**config.mk**
```make
export PLATFORM = sky130hd
export DESIGN_NAME = mac_accumulator_flat
export DESIGN_NICKNAME = d
export VERILOG_FILES = /design/src/rtl/mac_accumulator_if.sv /design/src/rtl/mac_accumulator.sv /design/src/flat_wrapper.sv
export SDC_FILE = /design/constraint.sdc
export NUM_CORES = 1
export LEC_CHECK = 0
export ABC_AREA = 1
export CAP_MARGIN = 20
export CORE_MARGIN = 4
export CORE_UTILIZATION = 60
export DETAILED_ROUTE_END_ITERATION = 12
export PLACE_DENSITY = 0.82
export SLEW_MARGIN = 30
export SYNTH_ARGS = -nofsm -noshare
export SYNTH_HDL_FRONTEND = slang
export SYNTH_SLANG_ARGS = --single-unit
```
**constraint.sdc**
```tcl
create_clock -name clock -period 4.5 [get_ports clock]
set_input_delay 0.9 -clock clock [delete_from_list [all_inputs] [get_ports clock]]
set_output_delay 0.9 -clock clock [all_outputs]
set_load 0.05 [all_outputs]
```
**src/rtl/mac_accumulator_if.sv**
```systemverilog
// Issue/result handshake bundle for mac_accumulator: operand-issue tags, multiplier
// product, completed-group output stream and the sticky error flag.
interface mac_accumulator_if;
  logic        issue_valid;
  logic        issue_last;
  logic        issue_ready;
  logic [15:0] product;
  logic        out_valid;
  logic        out_ready;
  logic [31:0] out_sum;
  logic [8:0]  out_count;
  logic        err;

  modport master (
    output issue_valid, issue_last, product, out_ready,
    input  issue_ready, out_valid, out_sum, out_count, err
  );

  modport slave (
    input  issue_valid, issue_last, product, out_ready,
    output issue_ready, out_valid, out_sum, out_count, err
  );
endinterface

```
**src/rtl/mac_accumulator.sv**
```systemverilog
// Accumulates products from a fixed-latency upstream multiplier into per-group sums
// and queues completed {sum, count} entries in a small FIFO with registered outputs.
module mac_accumulator #(
  parameter int MUL_LATENCY = 3,
  parameter int FIFO_DEPTH  = 2,
  parameter int MAX_TERMS   = 256
) (
  input logic              clock,
  input logic              reset_n,
  mac_accumulator_if.slave bus
);

  localparam int SUM_W = 32;
  localparam int CNT_W = 9;
  localparam int PTR_W = (FIFO_DEPTH > 1) ? $clog2(FIFO_DEPTH) : 1;
  localparam int OCC_W = $clog2(FIFO_DEPTH + 1);
  localparam int LAT_W = $clog2(MUL_LATENCY + 1);
  localparam logic [CNT_W-1:0] MAX_CNT  = CNT_W'(MAX_TERMS);
  localparam logic [PTR_W-1:0] LAST_PTR = PTR_W'(FIFO_DEPTH - 1);
  localparam logic [OCC_W-1:0] FULL_OCC = OCC_W'(FIFO_DEPTH);

  function automatic logic [LAT_W-1:0] count_lasts(
    input logic [MUL_LATENCY-1:0] v,
    input logic [MUL_LATENCY-1:0] l
  );
    logic [LAT_W-1:0] n;
    n = {LAT_W{1'b0}};
    for (int i = 0; i < MUL_LATENCY; i++) begin
      n = n + LAT_W'(v[i] & l[i]);
    end
    return n;
  endfunction

  function automatic logic [PTR_W-1:0] ptr_inc(input logic [PTR_W-1:0] p);
    return (p == LAST_PTR) ? {PTR_W{1'b0}} : p + PTR_W'(1'b1);
  endfunction

  logic [MUL_LATENCY-1:0] tag_v_q, tag_v_d, tag_l_q, tag_l_d;
  logic [SUM_W-1:0]       acc_q, acc_d, sum_s;
  logic [CNT_W-1:0]       cnt_q, cnt_d, cnt_inc_s;
  logic                   d_valid_s, d_last_s, forced_s, close_s;

  logic [SUM_W-1:0]       mem_sum_q [FIFO_DEPTH];
  logic [CNT_W-1:0]       mem_cnt_q [FIFO_DEPTH];
  logic [PTR_W-1:0]       wr_ptr_q, wr_ptr_d, rd_ptr_q, rd_ptr_d;
  logic [OCC_W-1:0]       occ_q, occ_d;
  logic                   pop_s, push_ok_s, drop_s;

  logic                   out_valid_q, out_valid_d;
  logic [SUM_W-1:0]       out_sum_q, out_sum_d;
  logic [CNT_W-1:0]       out_count_q, out_count_d;
  logic                   err_q, err_d;
  logic                   issue_ready_q, issue_ready_d;

  // Tag pipeline: stage k holds the issue made k+1 cycles ago; a last is only meaningful with valid.
  always_comb begin
    tag_v_d    = {MUL_LATENCY{1'b0}};
    tag_l_d    = {MUL_LATENCY{1'b0}};
    tag_v_d[0] = bus.issue_valid;
    tag_l_d[0] = bus.issue_valid & bus.issue_last;
    for (int i = 1; i < MUL_LATENCY; i++) begin
      tag_v_d[i] = tag_v_q[i-1];
      tag_l_d[i] = tag_l_q[i-1];
    end
  end

  // Group accumulation on the delayed tag, closing on last or on reaching MAX_TERMS.
  always_comb begin
    d_valid_s = tag_v_q[MUL_LATENCY-1];
    d_last_s  = tag_l_q[MUL_LATENCY-1];
    sum_s     = acc_q + {16'd0, bus.product};
    cnt_inc_s = cnt_q + 9'd1;
    forced_s  = d_valid_s & ~d_last_s & (cnt_inc_s == MAX_CNT);
    close_s   = d_valid_s & (d_last_s | forced_s);
    acc_d     = acc_q;
    cnt_d     = cnt_q;
    if (close_s) begin
      acc_d = {SUM_W{1'b0}};
      cnt_d = {CNT_W{1'b0}};
    end else if (d_valid_s) begin
      acc_d = sum_s;
      cnt_d = cnt_inc_s;
    end else begin
      acc_d = acc_q;
      cnt_d = cnt_q;
    end
  end

  // FIFO bookkeeping; a full FIFO still accepts a push when the head pops in the same cycle.
  always_comb begin
    pop_s     = out_valid_q & bus.out_ready;
    push_ok_s = close_s & ((occ_q != FULL_OCC) | pop_s);
    drop_s    = close_s & ~push_ok_s;
    wr_ptr_d  = push_ok_s ? ptr_inc(wr_ptr_q) : wr_ptr_q;
    rd_ptr_d  = pop_s ? ptr_inc(rd_ptr_q) : rd_ptr_q;
    case ({push_ok_s, pop_s})
      2'b10:   occ_d = occ_q + OCC_W'(1'b1);
      2'b01:   occ_d = occ_q - OCC_W'(1'b1);
      default: occ_d = occ_q;
    endcase
  end

  // Next head entry: the incoming push bypasses storage when it lands in the head slot.
  always_comb begin
    out_valid_d = 1'b0;
    out_sum_d   = {SUM_W{1'b0}};
    out_count_d = {CNT_W{1'b0}};
    if (occ_d == {OCC_W{1'b0}}) begin
      out_valid_d = 1'b0;
    end else if (push_ok_s && (wr_ptr_q == rd_ptr_d)) begin
      out_valid_d = 1'b1;
      out_sum_d   = sum_s;
      out_count_d = cnt_inc_s;
    end else begin
      out_valid_d = 1'b1;
      out_sum_d   = mem_sum_q[rd_ptr_d];
      out_count_d = mem_cnt_q[rd_ptr_d];
    end
  end

  // Flow control and sticky error; ready reserves a slot for every last still in flight.
  always_comb begin
    err_d         = err_q | (bus.issue_valid & ~issue_ready_q) | forced_s | drop_s;
    issue_ready_d = (int'(occ_d) + int'(count_lasts(tag_v_d, tag_l_d))) < FIFO_DEPTH;
  end

  // State registers; reset discards in-flight tags and any partial group.
  always_ff @(posedge clock or negedge reset_n) begin
    if (!reset_n) begin
      tag_v_q       <= {MUL_LATENCY{1'b0}};
      tag_l_q       <= {MUL_LATENCY{1'b0}};
      acc_q         <= {SUM_W{1'b0}};
      cnt_q         <= {CNT_W{1'b0}};
      wr_ptr_q      <= {PTR_W{1'b0}};
      rd_ptr_q      <= {PTR_W{1'b0}};
      occ_q         <= {OCC_W{1'b0}};
      out_valid_q   <= 1'b0;
      out_sum_q     <= {SUM_W{1'b0}};
      out_count_q   <= {CNT_W{1'b0}};
      err_q         <= 1'b0;
      issue_ready_q <= 1'b1;
    end else begin
      tag_v_q       <= tag_v_d;
      tag_l_q       <= tag_l_d;
      acc_q         <= acc_d;
      cnt_q         <= cnt_d;
      wr_ptr_q      <= wr_ptr_d;
      rd_ptr_q      <= rd_ptr_d;
      occ_q         <= occ_d;
      out_valid_q   <= out_valid_d;
      out_sum_q     <= out_sum_d;
      out_count_q   <= out_count_d;
      err_q         <= err_d;
      issue_ready_q <= issue_ready_d;
    end
  end

  // FIFO storage.
  always_ff @(posedge clock or negedge reset_n) begin
    if (!reset_n) begin
      for (int i = 0; i < FIFO_DEPTH; i++) begin
        mem_sum_q[i] <= {SUM_W{1'b0}};
        mem_cnt_q[i] <= {CNT_W{1'b0}};
      end
    end else if (push_ok_s) begin
      mem_sum_q[wr_ptr_q] <= sum_s;
      mem_cnt_q[wr_ptr_q] <= cnt_inc_s;
    end
  end

  assign bus.issue_ready = issue_ready_q;
  assign bus.out_valid   = out_valid_q;
  assign bus.out_sum     = out_sum_q;
  assign bus.out_count   = out_count_q;
  assign bus.err         = err_q;

endmodule

```
**src/flat_wrapper.sv**
```systemverilog
// flat-port wrapper written by rule: the top's interface ports become plain ports
module mac_accumulator_flat 
#(
  parameter int MUL_LATENCY = 3,
  parameter int FIFO_DEPTH  = 2,
  parameter int MAX_TERMS   = 256
)
  (clock, reset_n, bus_issue_valid, bus_issue_last, bus_product, bus_out_ready, bus_issue_ready, bus_out_valid, bus_out_sum, bus_out_count, bus_err);
  mac_accumulator_if bus_i ();
  input logic clock;
  input logic reset_n;
  input wire logic [$bits(bus_i.issue_valid)-1:0] bus_issue_valid;
  input wire logic [$bits(bus_i.issue_last)-1:0] bus_issue_last;
  input wire logic [$bits(bus_i.product)-1:0] bus_product;
  input wire logic [$bits(bus_i.out_ready)-1:0] bus_out_ready;
  output wire logic [$bits(bus_i.issue_ready)-1:0] bus_issue_ready;
  output wire logic [$bits(bus_i.out_valid)-1:0] bus_out_valid;
  output wire logic [$bits(bus_i.out_sum)-1:0] bus_out_sum;
  output wire logic [$bits(bus_i.out_count)-1:0] bus_out_count;
  output wire logic [$bits(bus_i.err)-1:0] bus_err;
  assign bus_i.issue_valid = bus_issue_valid;
  assign bus_i.issue_last = bus_issue_last;
  assign bus_i.product = bus_product;
  assign bus_i.out_ready = bus_out_ready;
  assign bus_issue_ready = bus_i.issue_ready;
  assign bus_out_valid = bus_i.out_valid;
  assign bus_out_sum = bus_i.out_sum;
  assign bus_out_count = bus_i.out_count;
  assign bus_err = bus_i.err;
  mac_accumulator #(.MUL_LATENCY(MUL_LATENCY), .FIFO_DEPTH(FIFO_DEPTH), .MAX_TERMS(MAX_TERMS)) u_core (.clock(clock), .reset_n(reset_n), .bus(bus_i));
endmodule
```
Yosys cells after proc, flatten, opt, wreduce, memory -nomap -nowiden --
Cells that the tools add are included.
Operators by class: add/subtract/negate cells 9, multipliers 0, div/mod/pow operators 0, magnitude comparators 4, equal/unequal tests 5, shift-type cells 0, mux-type cells 25, bitwise operators 21, reduce and logical (&&, ||, !) cells 4
Operators with widths (count):
- two-way mux 32 bit | 8
- two-way mux 9 bit | 8
- bitwise mux 64 bit | 1
- adder 32 x 16 -> 32 bit | 1
- demux 32 bit (select 1 bit) | 1
- less-than comparator 32 x 3 -> 1 bit (second input constant) | 1
- bitwise mux 18 bit | 1
- bitwise AND 1 bit | 11
- adder 9 x 1 -> 9 bit (second input constant) | 1
- demux 9 bit (select 1 bit) | 1
- equality test 9 bit (second input constant) | 1
- OR 1 bit | 5
- adder 2 bit | 2
- >= comparator 2 bit (second input constant) | 2
- two-way mux 1 bit | 4
- inverter 1 -> 2 bit | 2
- one-hot mux 2 bit (2 select lines) | 1
- adder 2 x 2 -> 3 bit | 1
- inverter 1 bit | 3
- adder 1 bit (second input constant) | 2
- adder 2 x 1 -> 2 bit (second input constant) | 1
- equality test 2 x 1 -> 1 bit (second input constant) | 1
- equality test 2 bit (second input constant) | 1
- logical AND 1 bit | 2
- other kinds (6) | 6
Word-level totals: bits in registers 177, bits in latches 0, RAM bits 0, bits in read-only memories 0, memories 0

Logic depth before layout (Yosys ltp) --
Gate-level depths: netlist of the first run.
word-level depth 10, depth in mapped cells 19, depth with buffers taken out 18

Least setup slack after synthesis of the first run --
Ideal clock, no wire load.
path type register to register, from reg u_core.cnt_q[0], to reg u_core.out_sum_q[10], in the netlist u_core.bus.out_sum[10], arrival time 2.968 ns, data required time 4.383 ns, setup slack 1.414 ns, stages on the path, launching flop included 20, path buffers 2, period minus slack after synthesis 3.086 ns, cells stage by stage dfrtp_1 > ha_1 > nand2_1 > nor2_2 > nand2_1 > nand2_1 > nand3_1 > nor2_1 > nand3_2 > a21oi_4 > nand2_1 > ha_1 > a21oi_1 > o21ai_0 > xor2_1 > or2_2 > clkbuf_1 > clkbuf_1 > nand2_1 > nor2_1
Between the ends: longest elaborated chain between the ends 10, elaborated cells on any way between the ends 13
Ends and longest elaborated chain:
- start, declared | line mac_accumulator.sv:40 | logic [CNT_W-1:0] cnt_q, cnt_d, cnt_inc_s;
- start signal, assigned | line mac_accumulator.sv:133 | cnt_q <= {CNT_W{1'b0}};
- start signal, assigned | line mac_accumulator.sv:146 | cnt_q <= cnt_d;
- adder 9 x 1 -> 9 bit * | line mac_accumulator.sv:72 | cnt_inc_s = cnt_q + 9'd1;
- equality test 9 bit * | line mac_accumulator.sv:73 | forced_s = d_valid_s & ~d_last_s & (cnt_inc_s == MAX_CNT);
- bitwise AND 1 bit * | line mac_accumulator.sv:73
- OR 1 bit * | line mac_accumulator.sv:74 | close_s = d_valid_s & (d_last_s | forced_s);
- bitwise AND 1 bit * | line mac_accumulator.sv:74
- bitwise AND 1 bit * | line mac_accumulator.sv:92 | push_ok_s = close_s & ((occ_q != FULL_OCC) | pop_s);
- equality test 2 x 1 -> 1 bit / equality test 2 bit (equally long branches) | line mac_accumulator.sv:96 | case ({push_ok_s, pop_s})
- one-hot mux 2 bit (2 select lines) * | line mac_accumulator.sv:96
- net u_core.occ_d[1] | line mac_accumulator.sv:46 | logic [OCC_W-1:0] occ_q, occ_d;
- logical NOT 2 bit * | line mac_accumulator.sv:108 | if (occ_d == {OCC_W{1'b0}}) begin
- two-way mux 32 bit * | line mac_accumulator.sv:108
- net u_core.out_sum_d[10] | line mac_accumulator.sv:50 | logic [SUM_W-1:0] out_sum_q, out_sum_d;
- end signal, assigned | line mac_accumulator.sv:138 | out_sum_q <= {SUM_W{1'b0}};
- end signal, assigned | line mac_accumulator.sv:151 | out_sum_q <= out_sum_d;
- end, declared | line mac_accumulator.sv:50
The timed path passes the listed nets; every way through them passes the cells marked *. A chain may end at the register's enable or synchronous reset.

Final worst setup path of the first run --
from reg u_core.cnt_q[0], to reg u_core.out_sum_q[4], in the netlist u_core.bus.out_sum[4]
Same word-level chain as after synthesis.

==> results of run 1 <==
worst paths after layout:
path                                              from                               end  slack [ns]
setup / recovery           u_core.cnt_q[0]$_DFFE_PN0P_   u_core.bus.out_sum[4]$_DFF_PN0_        0.87
hold / removal             u_core.tag_l_q[1]$_DFF_PN0_       u_core.tag_l_q[2]$_DFF_PN0_        0.37
setup reg to reg           u_core.cnt_q[0]$_DFFE_PN0P_   u_core.bus.out_sum[4]$_DFF_PN0_        0.87
hold reg to reg            u_core.tag_l_q[1]$_DFF_PN0_       u_core.tag_l_q[2]$_DFF_PN0_        0.37
max in group asynchronous                      reset_n  u_core.bus.issue_ready$_DFF_PN1_        2.97
min in group asynchronous                      reset_n  u_core.mem_sum_q[34]$_DFFE_PN0P_        0.52
critical path, cell delays in order, from the launching register on:
cell and delay (ns):
dfrtp_1 0.49, ha_1 0.28, nand2_1 0.08, nor2_2 0.15
nand2_1 0.07, nand2_1 0.07, nand3_1 0.09, nor2_1 0.18
nand3_2 0.13, a21oi_4 0.19, nand2_1 0.10, ha_1 0.33
a21oi_1 0.11, o21ai_0 0.12, xor2_1 0.23, or2_2 0.51
buf_12 0.25, nand2_1 0.07, nor2_1 0.11
cell families after synthesis:
| family | after synthesis | share of synthesized area (%) |
|---|---|---|
| XOR/XNOR | 31 | 3.14 |
| flip-flops | 177 | 49.9 |
| AND/OR/NAND/NOR | 575 | 25.8 |
| adder cells (fa/ha/maj) | 22 | 3.35 |
| multiplexers | 41 | 4.62 |
| AO/OA/AOI/OAI | 128 | 7.51 |
| buffers and inverters | 122 | 5.67 |
area by class of cell:
type	instances	area (um^2)
repair buffers	74	742
fillers	1134	4270
multi-input cells	797	3950
clock buffers	21	460
well taps	184	230
clock inverters	11	150
inverters	82	308
flip-flops and latches	177	4430
sequential cells by signal, summed over array words and instances, names as in the netlist:
signal / cells
u_core.wr_ptr_q: 1
u_core.rd_ptr_q: 1
u_core.cnt_q: 9
u_core.bus.issue_ready: 1
u_core.mem_sum_q: 64
u_core.bus.out_valid: 1
u_core.tag_l_q: 3
u_core.tag_v_q: 3
u_core.mem_cnt_q: 18
u_core.bus.out_sum: 32
u_core.bus.out_count: 9
u_core.bus.err: 1
u_core.acc_q: 32
u_core.occ_q: 2
layer usage:
layer / vias up / wire [um]
met1: 3602 / 9360
li1: 3575 / -
met4: 0 / 529
met5: - / 0
met2: 252 / 10600
met3: 47 / 1200
report_power, final:
part	switching (W)	internal, W
sequential	0.000285	0.00209
combinational	0.00203	0.000990
clock	0.000636	0.000909
stage by stage:
| step | util (%) | hold slack [ns] | std cells | worst slack [ns] | total power (W) |
|---|---|---|---|---|---|
| after floorplan | - | 0.354 | 1096 | 1.41 | 0.00448 |
| after global placement | 66.4 | 0.356 | 1314 | 1.06 | 0.00528 |
| after detailed placement | 66.4 | 0.365 | 1314 | 0.978 | 0.00535 |
| after CTS | 70.6 | 0.372 | 1346 | 0.868 | 0.00694 |
| after global routing | 70.6 | 0.380 | 1346 | 0.507 | 0.00736 |
| final | 70.6 | 0.372 | 1346 | 0.871 | 0.00694 |
synthesized netlist by cell type (all sizes together), types with 4 or more instances:
master    n  area share (%)
o21ai    97             5.5
dfrtp   176              50
o22ai     9            0.63
xor2     29             2.9
clkbuf   20            0.89
or2       4            0.28
mux2i    41             4.6
nor2    120             5.2
inv      82             3.5
a21oi    20             1.3
nor3      6            0.34
nand4     9            0.80
ha       19             2.7
nand3    28             1.7
buf      20             1.3
nand2   403              17
==> impl_metrics.toml, run 1 <==
[run_status]
status = "complete, no violations"

[finish]
drive_gt1_share_pct = 5.16
final_nets = 1192
antenna_cells = 0
layout_common_cells = "401 x nand2_1, 176 x dfrtp_1, 118 x nor2_1"
area_growth_syn_to_layout_pct = 15.7
final_common_cell = "nand2_1"
fin_area_mm2 = 0.0103

[power_and_ir_drop]
ir_drop_mv = 0.343
powerDensity_mw_per_mm2 = 676
leakage_nw = 5.40

[min_path]
whs_path_depth = 0
min_path_type = "reg2reg"

[sta]
finalHoldViolations = 0
maxSlewViolCount = 0
fin_worst_skew_ns = 0.00851
worst_pin_slew_ns = 0.872
relSlewSlack_pct = 41.8
timing.final.crit_share_pct = 80.6
period_needed_ns = 3.63
max_freq_mhz = 276
fin_setup_tns_ns = 0
finalSetupViolCount = 0
grt_setup_unrepaired = "no"

[global_routing]
use_met1_pct = 35.3
grt_max_degree = 91
grt_pass1_wl_um = 35500
gr-usage-met3_pct = 5.03
met2_usage_pct = 44.9
grt_pass1_vias = 7401
antenna_found_initial = 0
track_usage_pct = 26.9
top_usage_layer = "met2"
grt_overflow = 0

[worst_setup_path]
critPathRequiredTime_ns = 4.85
end_kind = "flop"
worstSetupStartpointType = "flop"
ff2ff_path_depth = 18
cp_max_fo = 22
criticalPathCategory = "reg2reg"
worstPathArrival_ns = 3.98

[die]
die_h_um = 130
io_pins = 65
num_rows = 44
die_x_um = 130
core-area_mm2 = 0.0145
start_util_pct = 61.1
floorplan.die_area_mm2 = 0.0168

[cts]
clkLatencyLatePin_ns = 0.43
clkTransAtPathRegs_ns = 0.07
cts_resized = 0
cts_buffers = 17
post_cts_buffers = 0
cts_tree = "yes"
cts.htree.levels = 4
cts_buffer_depth = 2
cts_sinks = 177
root_buffer = "clkbuf_16"
ctsHoldBuffers = 0

[logic_synthesis]
yosys_warnings = 0
avgSynthCellArea_um2 = 8.10
ys.flop_type = "dfrtp_1"
synthArstFlopShare_pct = 100
synth.distinct_cells = 37
synth_area_mm2 = 0.00888
synth_edf_count = 0
ys_ff_latch = 177
synthCells = 1096
yosysSeqAreaShare_pct = 49.9
synthesis.nets = 1139

[route]
wl_per_cell_um = 16.1
drtIter0Drc = 784
wirelength_um = 21700
dr.pass1.iters = 8
num_vias = 7476
ant_nets = 0
vias_per_cell = 5.55
drc = 0

[placed_design]
dpl.hpwl_um = 14400
io_buffers = 64
gp_congestion = 0.942
placed_area_mm2 = 0.00966

[job]
maxCapViolations = 0
Note: power is estimated with default switching activity, not from simulation.
==> inputs of run 2 (changes only) <==
Settings changed: CORE_UTILIZATION 60 to 53, PLACE_DENSITY 0.82 to 0.77.
Clock period 4.5 ns to 3.18 ns, I/O delays scaled along.
==> run 2 against run 1 <==
Sequential share of layout area fell by 1.3 points. Clock-buffer cell count decreased by 2. Core utilization fell by 6.5 points. Fmax is 21% higher. Largest cell class unchanged. Combinational power up 45%. Die area is 12% higher. First-iteration DRC count shrank 12%. Cell count up 4.2%.
==> impl_metrics.toml, run 2 (same netlist as run 1, synthesis figures left out) <==
[die]
io_pins = 65
die_h_um = 137
die_x_um = 137
core-area_mm2 = 0.0165
num_rows = 47
start_util_pct = 53.7
floorplan.die_area_mm2 = 0.0189

[finish]
drive_gt1_share_pct = 7.61
fin_cells = 1402
largest_reg_flops = 64
area_growth_syn_to_layout_pct = 19.3
antenna_cells = 0
fill_cells = 1348
regMostFlops = "u_core.mem_sum_q"
ff_latch_area_mm2 = 0.00443
final_common_cell = "nand2_1"
layout_common_cells = "399 x nand2_1, 176 x dfrtp_1, 115 x nor2_1"
final_nets = 1212
multi_input_area_mm2 = 0.00399
fin_util_pct = 64.1

[sta]
whs_ns = 0.170
max_freq_mhz = 334
finalHoldViolations = 0
fin_setup_tns_ns = 0
fin_worst_skew_ns = 0.0120
finalSetupViolCount = 0
maxSlewViolCount = 0
timing.final.crit_share_pct = 94.1
period_needed_ns = 2.99
relSlewSlack_pct = 60.2
worst_pin_slew_ns = 0.596

[global_routing]
grt_overflow = 0
met2_usage_pct = 40.5
use_met1_pct = 32.8
grt_pass1_vias = 7250
grt_max_degree = 80
antenna_found_initial = 0
gr-usage-met3_pct = 3.87
track_usage_pct = 24.5
grt_pass1_wl_um = 36200
top_usage_layer = "met2"

[worst_setup_path]
slowest_stage = "fa_1"
critPathRequiredTime_ns = 3.55
criticalPathCategory = "reg2reg"
crit_chain = "ha_4, nand2_1, nor2_2, nand2_1, nand2_2, nand3_2, nor2_2, nand3_2, a21oi_4, nand2_2, ha_4, a21oi_1, o21ai_1, xor2_1, inv_1, fa_1, nand2_1, inv_1"
end_kind = "flop"
worstSetupStartpointType = "flop"
worstPathArrival_ns = 3.36
ff2ff_path_depth = 18
slowest_delay_ns = 0.50
reg2reg_to = "u_core.bus.issue_ready$_DFF_PN1_"
cpMostUsedCell = "nand2_1"
r2r-start = "u_core.cnt_q[1]$_DFFE_PN0P_"
cp_max_fo = 3
r2r_slack_ns = 0.19

[placed_design]
io_buffers = 64
dp_cells = 1364
gp_congestion = 0.943
dpl.hpwl_um = 14600

[cts]
cts.htree.levels = 4
root_buffer = "clkbuf_16"
ctsHoldBuffers = 0
clkLatencyLatePin_ns = 0.44
cts_buffers = 17
cts_sinks = 177
cts_tree = "yes"
cts_buffer_depth = 2
clkTransAtPathRegs_ns = 0.07

[run_status]
status = "complete, no violations"

[power_and_ir_drop]
powerDensity_mw_per_mm2 = 945
power_w = 0.0100
leakage_nw = 5.54
p_clk_share_pct = 23.0
ir_drop_mv = 0.438
power.share.switching_pct = 41.6
switchingPower_w = 0.00417
seqPwrFrac_pct = 33.4
combPwrFrac_pct = 43.7
p_int_w = 0.00584

[route]
drc = 0
ant_nets = 0
drtIter0Drc = 689
wl_per_cell_um = 15.6
vias_per_cell = 5.28
num_vias = 7408
dr.pass1.iters = 6
wirelength_um = 21800

[job]
maxCapViolations = 0

[min_path]
min_path_type = "in2async"
## run 2: cell count changes in the layout (fill, tap and decap cells not counted), moves of 3 or more
cell,previous run,this run
buf_12,2,6
buf_4,8,24
nor2_1,118,115
nor2_2,1,4
## run 2: per-layer routing
metal  share of wire [%]  vias up
li1                    -     3634
met1                  44     3564
met2                  50      176
met3                 3.8       34
met4                 1.7        0
met5                   0        -
## run 2: repair_timing
action	in CTS	in global routing
setup buffers	2	4
pin swaps	3	9
resized for setup	3	7
endpoints found under the setup margin	1	43
## run 2: worst max path at each step
stage / start / end / cells past startpoint
2_1_floorplan: u_core.cnt_q[0]$_DFFE_PN0P_ / u_core.bus.out_sum[10]$_DFF_PN0_ / 19
3_3_place_gp: bus_product[0] / u_core.mem_sum_q[20]$_DFFE_PN0P_ / 14
3_5_place_dp: bus_product[0] / u_core.mem_sum_q[20]$_DFFE_PN0P_ / 14
4_1_cts: u_core.cnt_q[0]$_DFFE_PN0P_ / u_core.bus.issue_ready$_DFF_PN1_ / 18
5_1_grt: u_core.cnt_q[1]$_DFFE_PN0P_ / u_core.bus.issue_ready$_DFF_PN1_ / 18
6_report: u_core.cnt_q[1]$_DFFE_PN0P_ / u_core.bus.issue_ready$_DFF_PN1_ / 18
## run 2: layout make-up
cell class	count	area share [%]
Inverter	82	2.91
Timing Repair Buffer	94	8.89
Sequential cell	177	41.8
Multi-Input combinational cell	797	37.7
Tap cell	220	2.60
Clock buffer	19	4.28
Clock inverter	13	1.85
## run 2: critical path, delay by kind of cell, from the launching register on
kind | cells | cell delay, ns
adder cells (fa/ha/maj) | 3 | 0.94
AO/OA/AOI/OAI | 3 | 0.29
XOR/XNOR | 1 | 0.24
AND/OR/NAND/NOR | 9 | 0.91
buffers and inverters | 2 | 0.15
flip-flops | 1 | 0.40
## run 2: per-stage QoR
stage	cell area (um^2)	setup WS (ns)
6_report	10600	0.189
2_1_floorplan	8880	0.0942
4_1_cts	10500	0.00232
5_1_grt	10600	-0.0342
3_5_place_dp	9860	0.0405
3_3_place_gp	9860	0.0918
## run 2: power by group through the flow
stage          Combinational (W)  Sequential (W)  Clock (W)
2_1_floorplan            0.00235         0.00399          0
3_3_place_gp             0.00422         0.00335          0
3_5_place_dp             0.00430         0.00336          0
4_1_cts                  0.00436         0.00334    0.00233
5_1_grt                  0.00484         0.00341    0.00242
6_report                 0.00438         0.00334    0.00230
